**src/rtl/clock_strobe_gen_if.sv**
```systemverilog
// Control and strobe-output bundle for clock_strobe_gen.
// The master side writes increments and requests resyncs; the slave side
// (the generator) drives the run flag and the per-channel strobes/squares.
interface clock_strobe_gen_if #(
  parameter int NUM_CH = 4,
  parameter int ACC_W  = 24
);
  localparam int CH_W = (NUM_CH > 1) ? $clog2(NUM_CH) : 1;

  logic              wr_en;
  logic [CH_W-1:0]   wr_ch;
  logic [ACC_W-1:0]  wr_inc;
  logic              resync;
  logic              running;
  logic [NUM_CH-1:0] strobe;
  logic [NUM_CH-1:0] square;

  modport master (
    output wr_en, wr_ch, wr_inc, resync,
    input  running, strobe, square
  );

  modport slave (
    input  wr_en, wr_ch, wr_inc, resync,
    output running, strobe, square
  );
endinterface

```
**src/rtl/clock_strobe_gen.sv**
```systemverilog
// Lock-supervised multi-channel fractional clock-enable generator.
// Waits for the PLL lock flag to be stable for SETTLE_CYCLES, then runs
// one phase accumulator per channel; each wrap yields a one-cycle strobe
// and the accumulator MSB gives a ~50 % square wave at the same rate.
module clock_strobe_gen #(
  parameter int        NUM_CH        = 4,
  parameter int        ACC_W         = 24,
  parameter int        SETTLE_CYCLES = 1024,
  parameter bit [31:0] INC_RESET     = 32'd0
) (
  input  logic               clock_in,
  input  logic               resetb,
  input  logic               locked,
  clock_strobe_gen_if.slave  bus
);
  localparam int CH_W  = (NUM_CH > 1) ? $clog2(NUM_CH) : 1;
  localparam int CNT_W = (SETTLE_CYCLES > 1) ? $clog2(SETTLE_CYCLES + 1) : 1;
  localparam logic [CNT_W-1:0] CNT_LAST = CNT_W'(SETTLE_CYCLES - 1);

  typedef enum logic [1:0] {
    WAIT_LOCK,
    SETTLE,
    RUN
  } state_t;

  state_t             state, state_nxt;
  logic [CNT_W-1:0]   cnt, cnt_nxt;
  logic               sync1, locked_s;
  logic               running_q;
  logic [ACC_W-1:0]   acc [NUM_CH];
  logic [ACC_W-1:0]   inc [NUM_CH];
  logic [ACC_W:0]     sum [NUM_CH];
  logic [NUM_CH-1:0]  strobe_q, square_q;
  logic               advance;

  assign bus.running = running_q;
  assign bus.strobe  = strobe_q;
  assign bus.square  = square_q;

  // Two-flop synchroniser for the asynchronous PLL lock flag.
  always_ff @(posedge clock_in or negedge resetb) begin
    if (!resetb) begin
      sync1    <= 1'b0;
      locked_s <= 1'b0;
    end else begin
      sync1    <= locked;
      locked_s <= sync1;
    end
  end

  // State register, settle counter and registered run flag.
  always_ff @(posedge clock_in or negedge resetb) begin
    if (!resetb) begin
      state     <= WAIT_LOCK;
      cnt       <= '0;
      running_q <= 1'b0;
    end else begin
      state     <= state_nxt;
      cnt       <= cnt_nxt;
      running_q <= (state_nxt == RUN);
    end
  end

  // Next-state logic; loss of lock overrides every other transition.
  always_comb begin
    state_nxt = state;
    cnt_nxt   = cnt;
    unique case (state)
      WAIT_LOCK: begin
        if (locked_s) begin
          state_nxt = SETTLE;
          cnt_nxt   = '0;
        end
      end
      SETTLE: begin
        if (cnt == CNT_LAST) state_nxt = RUN;
        else                 cnt_nxt   = cnt + 1'b1;
      end
      RUN: begin
        state_nxt = RUN;
      end
      default: begin
        state_nxt = WAIT_LOCK;
      end
    endcase
    if (!locked_s) state_nxt = WAIT_LOCK;
  end

  // Accumulators only advance when RUN is both current and next state,
  // so entering and leaving RUN both clear the datapath.
  assign advance = (state == RUN) && (state_nxt == RUN) && !bus.resync;

  // Per-channel wrap-detecting add using the currently stored increment.
  always_comb begin
    for (int unsigned i = 0; i < NUM_CH; i++) begin
      sum[i] = {1'b0, acc[i]} + {1'b0, inc[i]};
    end
  end

  // Phase accumulators and registered strobe/square outputs.
  always_ff @(posedge clock_in or negedge resetb) begin
    if (!resetb) begin
      for (int unsigned i = 0; i < NUM_CH; i++) acc[i] <= '0;
      strobe_q <= '0;
      square_q <= '0;
    end else begin
      for (int unsigned i = 0; i < NUM_CH; i++) begin
        if (advance) begin
          acc[i]      <= sum[i][ACC_W-1:0];
          strobe_q[i] <= sum[i][ACC_W];
          square_q[i] <= sum[i][ACC_W-1];
        end else begin
          acc[i]      <= '0;
          strobe_q[i] <= 1'b0;
          square_q[i] <= 1'b0;
        end
      end
    end
  end

  // Increment registers; out-of-range channel indices match no channel.
  always_ff @(posedge clock_in or negedge resetb) begin
    if (!resetb) begin
      for (int unsigned i = 0; i < NUM_CH; i++) inc[i] <= INC_RESET[ACC_W-1:0];
    end else begin
      for (int unsigned i = 0; i < NUM_CH; i++) begin
        if (bus.wr_en && (bus.wr_ch == CH_W'(i))) inc[i] <= bus.wr_inc;
      end
    end
  end
endmodule

```
**src/flat_wrapper.sv**
```systemverilog
// flat-port wrapper written by rule: the top's interface ports become plain ports
module clock_strobe_gen_flat 
#(
  parameter int        NUM_CH        = 4,
  parameter int        ACC_W         = 24,
  parameter int        SETTLE_CYCLES = 1024,
  parameter bit [31:0] INC_RESET     = 32'd0
)
  (clock_in, resetb, locked, bus_wr_en, bus_wr_ch, bus_wr_inc, bus_resync, bus_running, bus_strobe, bus_square);
  clock_strobe_gen_if #(.NUM_CH(NUM_CH), .ACC_W(ACC_W)) bus_i ();
  input  logic clock_in;
  input  logic resetb;
  input  logic locked;
  input wire logic [$bits(bus_i.wr_en)-1:0] bus_wr_en;
  input wire logic [$bits(bus_i.wr_ch)-1:0] bus_wr_ch;
  input wire logic [$bits(bus_i.wr_inc)-1:0] bus_wr_inc;
  input wire logic [$bits(bus_i.resync)-1:0] bus_resync;
  output wire logic [$bits(bus_i.running)-1:0] bus_running;
  output wire logic [$bits(bus_i.strobe)-1:0] bus_strobe;
  output wire logic [$bits(bus_i.square)-1:0] bus_square;
  assign bus_i.wr_en = bus_wr_en;
  assign bus_i.wr_ch = bus_wr_ch;
  assign bus_i.wr_inc = bus_wr_inc;
  assign bus_i.resync = bus_resync;
  assign bus_running = bus_i.running;
  assign bus_strobe = bus_i.strobe;
  assign bus_square = bus_i.square;
  clock_strobe_gen #(.NUM_CH(NUM_CH), .ACC_W(ACC_W), .SETTLE_CYCLES(SETTLE_CYCLES), .INC_RESET(INC_RESET)) u_core (.clock_in(clock_in), .resetb(resetb), .locked(locked), .bus(bus_i));
endmodule
```
**config.mk**
```make
export PLATFORM = sky130hd
export DESIGN_NAME = clock_strobe_gen_flat
export DESIGN_NICKNAME = d
export VERILOG_FILES = /design/src/rtl/clock_strobe_gen_if.sv /design/src/rtl/clock_strobe_gen.sv /design/src/flat_wrapper.sv
export SDC_FILE = /design/constraint.sdc
export NUM_CORES = 1
export LEC_CHECK = 0
export BUFFER_PORTS_ARGS = -buffer_cell sky130_fd_sc_hd__buf_2
export CAP_MARGIN = 10
export CORE_UTILIZATION = 45
export DETAILED_ROUTE_END_ITERATION = 10
export PLACE_DENSITY = 0.63
export SLEW_MARGIN = 20
export SYNTH_ARGS = -nofsm -noshare
export SYNTH_HDL_FRONTEND = slang
export SYNTH_SLANG_ARGS = --single-unit
```
**constraint.sdc**
```tcl
create_clock -name clock_in -period 3.6 [get_ports clock_in]
set_input_delay 0.36 -clock clock_in [delete_from_list [all_inputs] [get_ports clock_in]]
set_output_delay 0.36 -clock clock_in [all_outputs]
set_load 0.03 [all_outputs]
```
==> qor.txt, run 1 <==
WHS Endpoint -> u_core.inc[27]$_DFFE_PN0P_
Synth async-reset ratio -> 100%
data required time at the worst endpoint -> 4030 ps
total global-route track usage -> 20.0%
number of cells on the worst hold path -> 2
post-synthesis sequential area ratio -> 43.3%
Crit path buffers/inverters -> 0
Max rail drop VDD -> 0.279 mV
Min-Delay Path Class -> in2reg
part of the cycle the worst path needs -> 81.3%
mux share of post-synthesis cell area -> 9.42%
RD Place Congestion -> 0.859
Row Count -> 60
first-pass GRT wire length -> 45300 um
CTS sink cnt -> 212
worst path arrival time -> 3350 ps
simple-gate portion of the synthesized area -> 12.8%
cells after synthesis -> 1185
share of cells above drive strength 1 -> 16.8%
Worst Setup Slack, final -> 674 ps
FF-to-FF End -> u_core.acc[92]$_DFF_PN0_
worst skew pair latency -> 510 ps
clock transition at the registers of the reported paths -> 60 ps
area grow syn2layout -> 11.5%
synthesized flop and latch total -> 212
synth unique cells -> 66
status -> finished clean
Synth Area per Inst -> 10.3 um2
Final #Nets -> 1356
Ports -> 40
Hold Startpoint -> bus_wr_inc[3]
pwr/cell area -> 463 nW/um2
PortBufs -> 39
# DRC -> 0
DRT Wirelength -> 27100 um
critical setup path kind -> reg2reg
Critical Path Max Stage Delay -> 450 ps
# diodes -> 0
most frequent cells in the layout -> dfrtp_1 (212), nor2_1 (115), mux2_2 (97), ha_1 (97), a21oi_1 (91)
Primary FF master, synth -> dfrtp_1
Filler cells -> 2417
Post-synth EDFFs -> 0
htree depth -> 1
TritonCTS clock tree -> yes
Worst-Margin Slew -> 881 ps
crit-path cells -> ha_1, fa_1, a211oi_2, nor2_1, a31oi_1, a21oi_1, a221o_1, a221oi_2, mux2i_1
unrepaired setup endpoints after global routing -> false
antenna viol nets, final -> 0
R2R depth -> 9
Final Max Tran Viols -> 0
initial antenna violation count -> 0
Synth top area share -> 43.3%
First-pass DRT Iterations -> 5
hpwl dp -> 19200 um
clk root buf -> clkbuf_16
Syn Std Cell Area -> 12200 um2
Core ar. -> 26800 um2
DIE AREA -> 27900 um2
Initial Util -> 45.7%
TritonCTS Buffers -> 25
Clock Skews -> 10.9 ps
Adder-Cell Fraction of Synth Area -> 10.6%
delay-heaviest family, CP -> compound AO/OA/AOI/OAI gates
Post-Synth XOR/XNOR Area -> 4.58%
total grt overflow -> 0
element type at the critical path start -> register
FMAX -> 342 MHz
die height -> 167 um
1st-iter DRT viols -> 550
Net Count, Synth -> 1317
setup TNS -> 0 ps
Area contributors post-synth -> dfrtp_1 (43%), ha_1 (9.9%), mux2_2 (8.9%)
post-synthesis compound-gate area fraction -> 17.0%
vias in the first global route -> 8621
largest family of logic cells by synthesized area -> compound AO/OA/AOI/OAI gates
Critical Path Slowest Stage Cell -> fa_1
LEAKAGE -> 6.46 nW
vias per cell -> 5.63
Critical Path Fanout Max -> 3
R2R Setup Slk -> 670 ps
WL/cell -> 17.1 um
max_slew headroom -> 41.3%
RR Startpoint -> u_core.inc[72]$_DFFE_PN0P_
pin count of the biggest net entering global routing -> 112
Clock Tree Buf Depth -> 3
leading cell type in the layout, fill and taps excluded -> dfrtp_1
area leader, netlist -> dfrtp_1
MaxCap Viol Count -> 0
via count -> 8893
synth warn -> 0
area of the multi-input gates -> 6660 um2
die width -> 167 um
CP Capture Type -> register
Final min period -> 2930 ps
final setup fails -> 0
register area -> 5310 um2
Hold Fails Final Rpt -> 0
pre-CTS WS -> 696 ps
where the power goes:
part           leakage (nW)  internal [W]  switching (W)  total (W)
logic                  3.30      0.000482       0.000599    0.00108
registers              2.75       0.00260       0.000145    0.00275
clock network         0.412       0.00151       0.000976    0.00249
total                  6.46       0.00459        0.00172    0.00631
synthesized netlist by cell type (16+ instances only):
library cell and n:
a211oi_1 22, inv_1 25, nand2_1 59, dfrtp_1 212
xor2_1 35, nor2_1 115, o21ai_0 53, o21a_1 16
a21o_1 44, ha_1 97, nand3_1 29, clkbuf_1 34
a21oi_1 91, mux2_2 97, xnor2_1 29, nor3_1 28
repair_timing:
| item | 4_1_cts | 5_1_grt |
|---|---|---|
| hold buffers | 2 | 0 |
| setup buffers | 0 | 0 |
| endpoints found under the hold margin | 89 | 0 |
| gates resized for setup | 0 | 0 |
layout make-up:
cell class / count / area share [%]
clock buffer: 35 / 5.52
clock inverter: 7 / 0.440
inverter: 25 / 0.688
multi-input combinational: 904 / 48.8
sequential: 212 / 38.9
tap: 341 / 3.13
timing repair buffer: 56 / 2.57
metrics by stage:
| step | std cells | cell area (um2) | util, % | power, W | hold WS (ps) |
|---|---|---|---|---|---|
| CTS | 1580 | 13600 | 50.9 | 0.00638 | 162 |
| global route | 1580 | 13600 | 50.9 | 0.00663 | 159 |
| detailed placement | 1536 | 12800 | 47.8 | 0.00386 | 342 |
| global placement | 1536 | 12800 | 47.8 | 0.00384 | 334 |
| floorplan | 1185 | 12200 | - | 0.00357 | 64.4 |
| finish | 1580 | 13600 | 50.9 | 0.00631 | 175 |
registers in the layout, summed over array words and instances (netlist names):
name,flops
u_core.acc,93
u_core.bus.running,1
u_core.sync1,1
u_core.locked_s,1
u_core.bus.strobe,4
u_core.cnt,11
u_core.bus.square,3
u_core.state,2
u_core.inc,96
cell families after synthesis:
| kind of cell | after synthesis |
|---|---|
| AO/OA/AOI/OAI | 312 |
| flip-flops | 212 |
| buffers and inverters | 69 |
| multiplexers | 103 |
| adder cells (fa/ha/maj) | 101 |
| AND/OR/NAND/NOR | 324 |
| XOR/XNOR | 64 |
per-layer routing:
metal	global-route usage, %	wire [um]	part of all wire (%)	up-vias
met5	0	0	0	-
met4	4.47	497	1.8	0
met3	3.14	1130	4.2	33
met2	31.7	12000	44	166
met1	28.8	13400	49	4295
li1	-	-	-	4399
how the worst max path moves through the flow:
stage | start | end | slack [ps] | cells past startpoint
final | u_core.inc[72]$_DFFE_PN0P_ | u_core.acc[92]$_DFF_PN0_ | 670 | 9
after global routing | u_core.inc[72]$_DFFE_PN0P_ | u_core.acc[92]$_DFF_PN0_ | 450 | 9
after CTS | u_core.inc[72]$_DFFE_PN0P_ | u_core.acc[92]$_DFF_PN0_ | 680 | 9
after detailed placement | u_core.inc[72]$_DFFE_PN0P_ | u_core.acc[92]$_DFF_PN0_ | 700 | 9
after global placement | u_core.inc[72]$_DFFE_PN0P_ | u_core.acc[92]$_DFF_PN0_ | 760 | 9
after floorplan | u_core.inc[72]$_DFFE_PN0P_ | u_core.acc[92]$_DFF_PN0_ | 1020 | 9
Note: power is estimated with default switching activity, not from simulation.
==> inputs of run 2 (changes only) <==
--- a/config.mk
+++ b/config.mk
@@ -5,6 +5,7 @@
 export SDC_FILE = /design/constraint.sdc
 export NUM_CORES = 1
 export LEC_CHECK = 0
+export ABC_AREA = 1
 export BUFFER_PORTS_ARGS = -buffer_cell sky130_fd_sc_hd__buf_2
 export CAP_MARGIN = 10
 export CORE_UTILIZATION = 45
==> constraint.sdc (replaced) <==
create_clock -name clock_in -period 2.9 [get_ports clock_in]
set_input_delay 0.29 -clock clock_in [delete_from_list [all_inputs] [get_ports clock_in]]
set_output_delay 0.29 -clock clock_in [all_outputs]
set_load 0.03 [all_outputs]
==> run 2 against run 1 <==
Via count is 45% higher; clock skew is 10 ps higher; design area is 16% higher; sequential cell count stayed put; combinational power is 12% higher; synthesized area is 17% higher; critical path depth is 1 higher; die area is 16% higher; core utilization is 0.17 points higher; critical path type unchanged; largest cell class unchanged; highest routed layer unchanged.
==> qor.txt, run 2 <==
mux share of post-synthesis cell area -> 0%
Top Registers -> u_core.inc x96, u_core.acc x93, u_core.cnt x11
share of cells above drive strength 1 -> 4.43%
Post-synth EDFFs -> 0
Worst-Margin Slew -> 702 ps
die height -> 180 um
Clock Tree Buf Depth -> 3
RD Place Congestion -> 0.934
data required time at the worst endpoint -> 3290 ps
via count -> 12900
# DRC -> 0
first-pass GRT wire length -> 63000 um
Row Count -> 64
pwr/cell area -> 497 nW/um2
WL/cell -> 14.7 um
LEAKAGE -> 9.25 nW
total grt overflow -> 0
post-synthesis compound-gate area fraction -> 6.97%
Syn Std Cell Area -> 14300 um2
TritonCTS Buffers -> 25
Ports -> 40
Area contributors post-synth -> dfrtp_1 (37%), nand2_1 (20%), inv_1 (10%)
CP Capture Type -> register
postcts setup bufs -> 0
pin count of the biggest net entering global routing -> 71
clk root buf -> clkbuf_16
Filler cells -> 3161
Critical Path Fanout Max -> 5
Worst Setup Slack, final -> 871 ps
Pwr Total -> 0.00785 W
Synth top area share -> 37.2%
count leader, synth -> nand2_1
area grow syn2layout -> 10.7%
# diodes -> 0
vias per cell -> 4.94
Commonest cells post-synth -> nand2_1 (771), inv_1 (394), nor2_1 (228)
Net Count, Synth -> 2285
htree depth -> 1
Core ar. -> 30900 um2
Adder-Cell Fraction of Synth Area -> 9.07%
PortBufs -> 39
post_cts resized -> 0
simple-gate portion of the synthesized area -> 33.1%
unrepaired setup endpoints after global routing -> false
critical setup path kind -> reg2reg
1st-iter DRT viols -> 881
Primary FF master, synth -> dfrtp_1
leading cell type in the layout, fill and taps excluded -> nand2_1
Final min period -> 2030 ps
Min-Delay Path Class -> in2reg
Max rail drop VDD -> 0.435 mV
DR top layer -> met4
synth unique cells -> 29
Largest Register -> u_core.inc
placed cell areas -> 14900 um2
final setup fails -> 0
status -> finished clean
Hold Fails Final Rpt -> 0
Final Instance Area -> 15800 um2
# hold bufs at CTS -> 2
Synth async-reset ratio -> 100%
vias in the first global route -> 12400
max reg flops -> 96
Final #Nets -> 2328
Final Max Tran Viols -> 0
die width -> 180 um
synth warn -> 0
Synth Area per Inst -> 6.63 um2
part of the cycle the worst path needs -> 70.0%
area leader, netlist -> dfrtp_1
MaxCap Viol Count -> 0
Clock Skews -> 21.1 ps
pre-CTS WS -> 881 ps
FMAX -> 493 MHz
setup TNS -> 0 ps
total global-route track usage -> 24.3%
worst path arrival time -> 2420 ps
largest family of logic cells by synthesized area -> simple AND/OR/NAND/NOR gates
initial antenna violation count -> 0
clock transition at the registers of the reported paths -> 60 ps
met3 WL -> 1740 um
cells after synthesis -> 2153
worst skew pair latency -> 540 ps
TritonCTS clock tree -> yes
DIE AREA -> 32400 um2
final core utilization -> 51.1%
element type at the critical path start -> register
First-pass DRT Iterations -> 7
max_slew headroom -> 53.1%
Post-Synth XOR/XNOR Area -> 2.21%
CTS sink cnt -> 212
post-synthesis sequential area ratio -> 37.2%
M1 WL -> 18600 um
hpwl dp -> 28600 um
most frequent cells in the layout -> nand2_1 (771), inv_1 (394), nor2_1 (228)
synthesized flop and latch total -> 212
antenna viol nets, final -> 0
Initial Util -> 46.2%
DRT Wirelength -> 38400 um
routed length on met2 -> 17400 um
-- run 2: changes by cell type after synthesis, sizes merged, moves of 57 or more --
cell   before  now
o21ai      55  112
nor2      115  232
inv        25  397
mux2       97    0
nand2      59  772
nand3      29  122
-- run 2: path summary, 6_finish.rpt --
kind,slack [ps],cells after the start,to,start
setup / recovery,870,10,u_core.acc[60]$_DFF_PN0_,u_core.inc[48]$_DFFE_PN0P_
setup reg to reg,870,10,u_core.acc[60]$_DFF_PN0_,u_core.inc[48]$_DFFE_PN0P_
hold / removal,170,3,u_core.inc[32]$_DFFE_PN0P_,bus_wr_inc[8]
hold reg to reg,340,0,u_core.locked_s$_DFF_PN0_,u_core.sync1$_DFF_PN0_
min in group asynchronous,340,2,u_core.acc[78]$_DFF_PN0_,resetb
max in group asynchronous,1730,3,u_core.inc[47]$_DFFE_PN0P_,resetb
-- run 2: critical path, cell delays in order, from the launching register on --
cell     delay [ps]
dfrtp_1         380
ha_1            270
fa_1            490
nand2_1         100
nand2_1          90
nand4_1          80
nand3_1         180
nand2_1         130
nand3_1          70
nand2_1          80
nor2_1           40
-- run 2: kinds of logic (layout without fill, tap and decap cells) --
| group | count (synthesis) | count (layout) |
|---|---|---|
| compound gates | 195 | 195 |
| xor+xnor | 36 | 36 |
| fa+ha+maj | 101 | 101 |
| buf+inv | 431 | 490 |
| flops | 212 | 212 |
| simple gates | 1178 | 1178 |
-- run 2: cell type report --
| class | count | area, um2 | area share, % |
|---|---|---|---|
| repair buffers | 50 | 318 | 2.01 |
| inverters | 397 | 1490 | 9.44 |
| clock buffers | 37 | 751 | 4.75 |
| multi-input cells | 1510 | 7320 | 46.4 |
| flip-flops and latches | 212 | 5310 | 33.6 |
| well taps | 396 | 495 | 3.14 |
| clock inverters | 6 | 105 | 0.666 |
-- run 2: through the flow --
stage	cells	hold slack, ps
2_1_floorplan	2153	-5.59
3_3_place_gp	2563	304
3_5_place_dp	2563	314
4_1_cts	2608	153
5_1_grt	2608	164
6_report	2608	165
-- run 2: metal layers --
metal | GRT usage [%] | up-vias
li1 | - | 6678
met1 | 33.9 | 5938
met2 | 40.6 | 231
met3 | 2.61 | 34
met4 | 5.37 | 0
met5 | 0 | -
-- run 2: power by group --
| group | total, W | internal [W] | switching [W] |
|---|---|---|---|
| Sequential | 0.00335 | 0.00318 | 0.000166 |
| Combinational | 0.00121 | 0.000416 | 0.000798 |
| Clock | 0.00328 | 0.00204 | 0.00125 |
| Total | 0.00785 | 0.00564 | 0.00221 |
==> inputs of run 3 (changes only) <==
==> constraint.sdc (replaced) <==
create_clock -name clock_in -period 2 [get_ports clock_in]
set_input_delay 0.2 -clock clock_in [delete_from_list [all_inputs] [get_ports clock_in]]
set_output_delay 0.2 -clock clock_in [all_outputs]
set_load 0.03 [all_outputs]
==> run 3 against run 2 <==
Via count grew 0.40%; sequential power is 45% higher; clock-buffer cell count decreased by 1; critical path type unchanged; global-route usage hardly changed; clock skew down 5.0 ps; setup slack got worse by 770 ps; power is 49% higher; combinational power rose by 47%.
==> qor.txt, run 3 (synthesis results as in run 2) <==
# diodes -> 0
die width -> 180 um
leading cell type in the layout, fill and taps excluded -> nand2_1
htree depth -> 1
clock transition at the registers of the reported paths -> 60 ps
Critical Path Fanout Max -> 4
Final Max Tran Viols -> 0
Final #Nets -> 2338
Row Count -> 64
Initial Util -> 46.2%
Clock Skews -> 16.1 ps
DRT Wirelength -> 38300 um
TritonCTS Buffers -> 26
WL/cell -> 14.6 um
area grow syn2layout -> 12.3%
Min-Delay Path Class -> in2reg
first-pass GRT wire length -> 63300 um
Core ar. -> 30900 um2
most frequent cells in the layout -> nand2_1 (766), inv_1 (394), nor2_1 (220)
die height -> 180 um
max_slew headroom -> 65.9%
routed length on met2 -> 17700 um
MaxCap Viol Count -> 0
placed cell count -> 2572
pwr/cell area -> 731 nW/um2
total grt overflow -> 0
PortBufs -> 39
share of cells above drive strength 1 -> 6.07%
initial antenna violation count -> 0
part of the cycle the worst path needs -> 95.2%
max reg flops -> 96
CTS sink cnt -> 212
met3 WL -> 1840 um
hpwl dp -> 28600 um
Final Non-Filler Cells -> 2620
final setup fails -> 0
Final min period -> 1900 ps
First-pass DRT Iterations -> 5
vias in the first global route -> 12600
Max rail drop VDD -> 0.614 mV
FMAX -> 525 MHz
TritonCTS clock tree -> yes
critical setup path kind -> reg2reg
postcts setup bufs -> 0
pin count of the biggest net entering global routing -> 57
vias per cell -> 4.94
Hold Worst Slack -> 38.9 ps
worst skew pair latency -> 540 ps
LEAKAGE -> 9.33 nW
antenna viol nets, final -> 0
status -> finished clean
data required time at the worst endpoint -> 2400 ps
total global-route track usage -> 24.3%
worst path arrival time -> 2300 ps
RD Place Congestion -> 0.948
Worst-Margin Slew -> 511 ps
DIE AREA -> 32400 um2
Largest Register -> u_core.inc
via count -> 12900
clk root buf -> clkbuf_16
M1 WL -> 18000 um
element type at the critical path start -> register
Clock Tree Buf Depth -> 3
Ports -> 40
Top Registers -> u_core.inc x96, u_core.acc x93, u_core.cnt x11
DR top layer -> met4
# DRC -> 0
CP Capture Type -> register
1st-iter DRT viols -> 891
Hold Fails Final Rpt -> 0
==> run 3: cell count changes in the layout (fill, tap and decap cells not counted), sizes merged <==
cell | before | now
buf | 48 | 57
clkinv | 3 | 5
bufinv | 3 | 4
clkbuf | 37 | 36
clkinvlp | 0 | 1
==> run 3: final timing paths <==
check | from | to | slack, ps | depth (start not counted)
hold / removal | bus_wr_inc[8] | u_core.inc[32]$_DFFE_PN0P_ | 40 | 3
setup reg to reg | u_core.inc[6]$_DFFE_PN0P_ | u_core.acc[11]$_DFF_PN0_ | 100 | 9
min in group asynchronous | resetb | u_core.inc[59]$_DFFE_PN0P_ | 170 | 2
max in group asynchronous | resetb | u_core.inc[95]$_DFFE_PN0P_ | 1180 | 3
setup / recovery | u_core.inc[6]$_DFFE_PN0P_ | u_core.acc[11]$_DFF_PN0_ | 100 | 9
hold reg to reg | u_core.sync1$_DFF_PN0_ | u_core.locked_s$_DFF_PN0_ | 350 | 0
==> run 3: through the flow <==
stage	setup WS, ps	area [um2]	TNS, ps	utilization [%]	total power, W
final	97.0	16000	0	51.8	0.0117
after global routing	-23.7	16000	-23.7	51.8	0.0123
after CTS	33.7	15900	0	51.6	0.0118
after detailed placement	45.0	15000	0	48.5	0.00668
after global placement	80.5	15000	0	48.5	0.00664
after floorplan	197	14300	0	-	0.00609
==> run 3: power breakdown <==
group | internal [W] | total (W) | switching (W)
Sequential | 0.00461 | 0.00485 | 0.000237
Clock | 0.00315 | 0.00507 | 0.00192
Combinational | 0.000617 | 0.00178 | 0.00117
Total | 0.00838 | 0.0117 | 0.00332
==> run 3: cell type report <==
type	count	area (um2)
clock buffers	36	759
well taps	396	495
multi-input cells	1510	7400
inverters	397	1490
repair buffers	59	410
clock inverters	10	156
fillers	3108	14900
flip-flops and latches	212	5310
==> run 3: metal layers <==
layer,up-vias,track usage (%)
met5,-,0
met4,0,5.88
met3,62,2.89
met2,254,41.3
met1,5897,33.0
li1,6720,-
==> run 3: repair_timing <==
| action | in CTS | in global routing |
|---|---|---|
| resized for setup | 0 | 25 |
| hold buffers | 2 | 0 |
| hold endpoints to repair | 143 | 0 |
| setup endpoints to repair | 0 | 33 |
==> run 3: critical path: stages, from the launching register on <==
cell	delay, ps
dfrtp_1	390
ha_1	380
nand2_1	120
nor2_1	160
nand3_1	90
nand2_1	210
nand2_1	80
nand2_1	130
xnor2_1	150
nor2_1	50
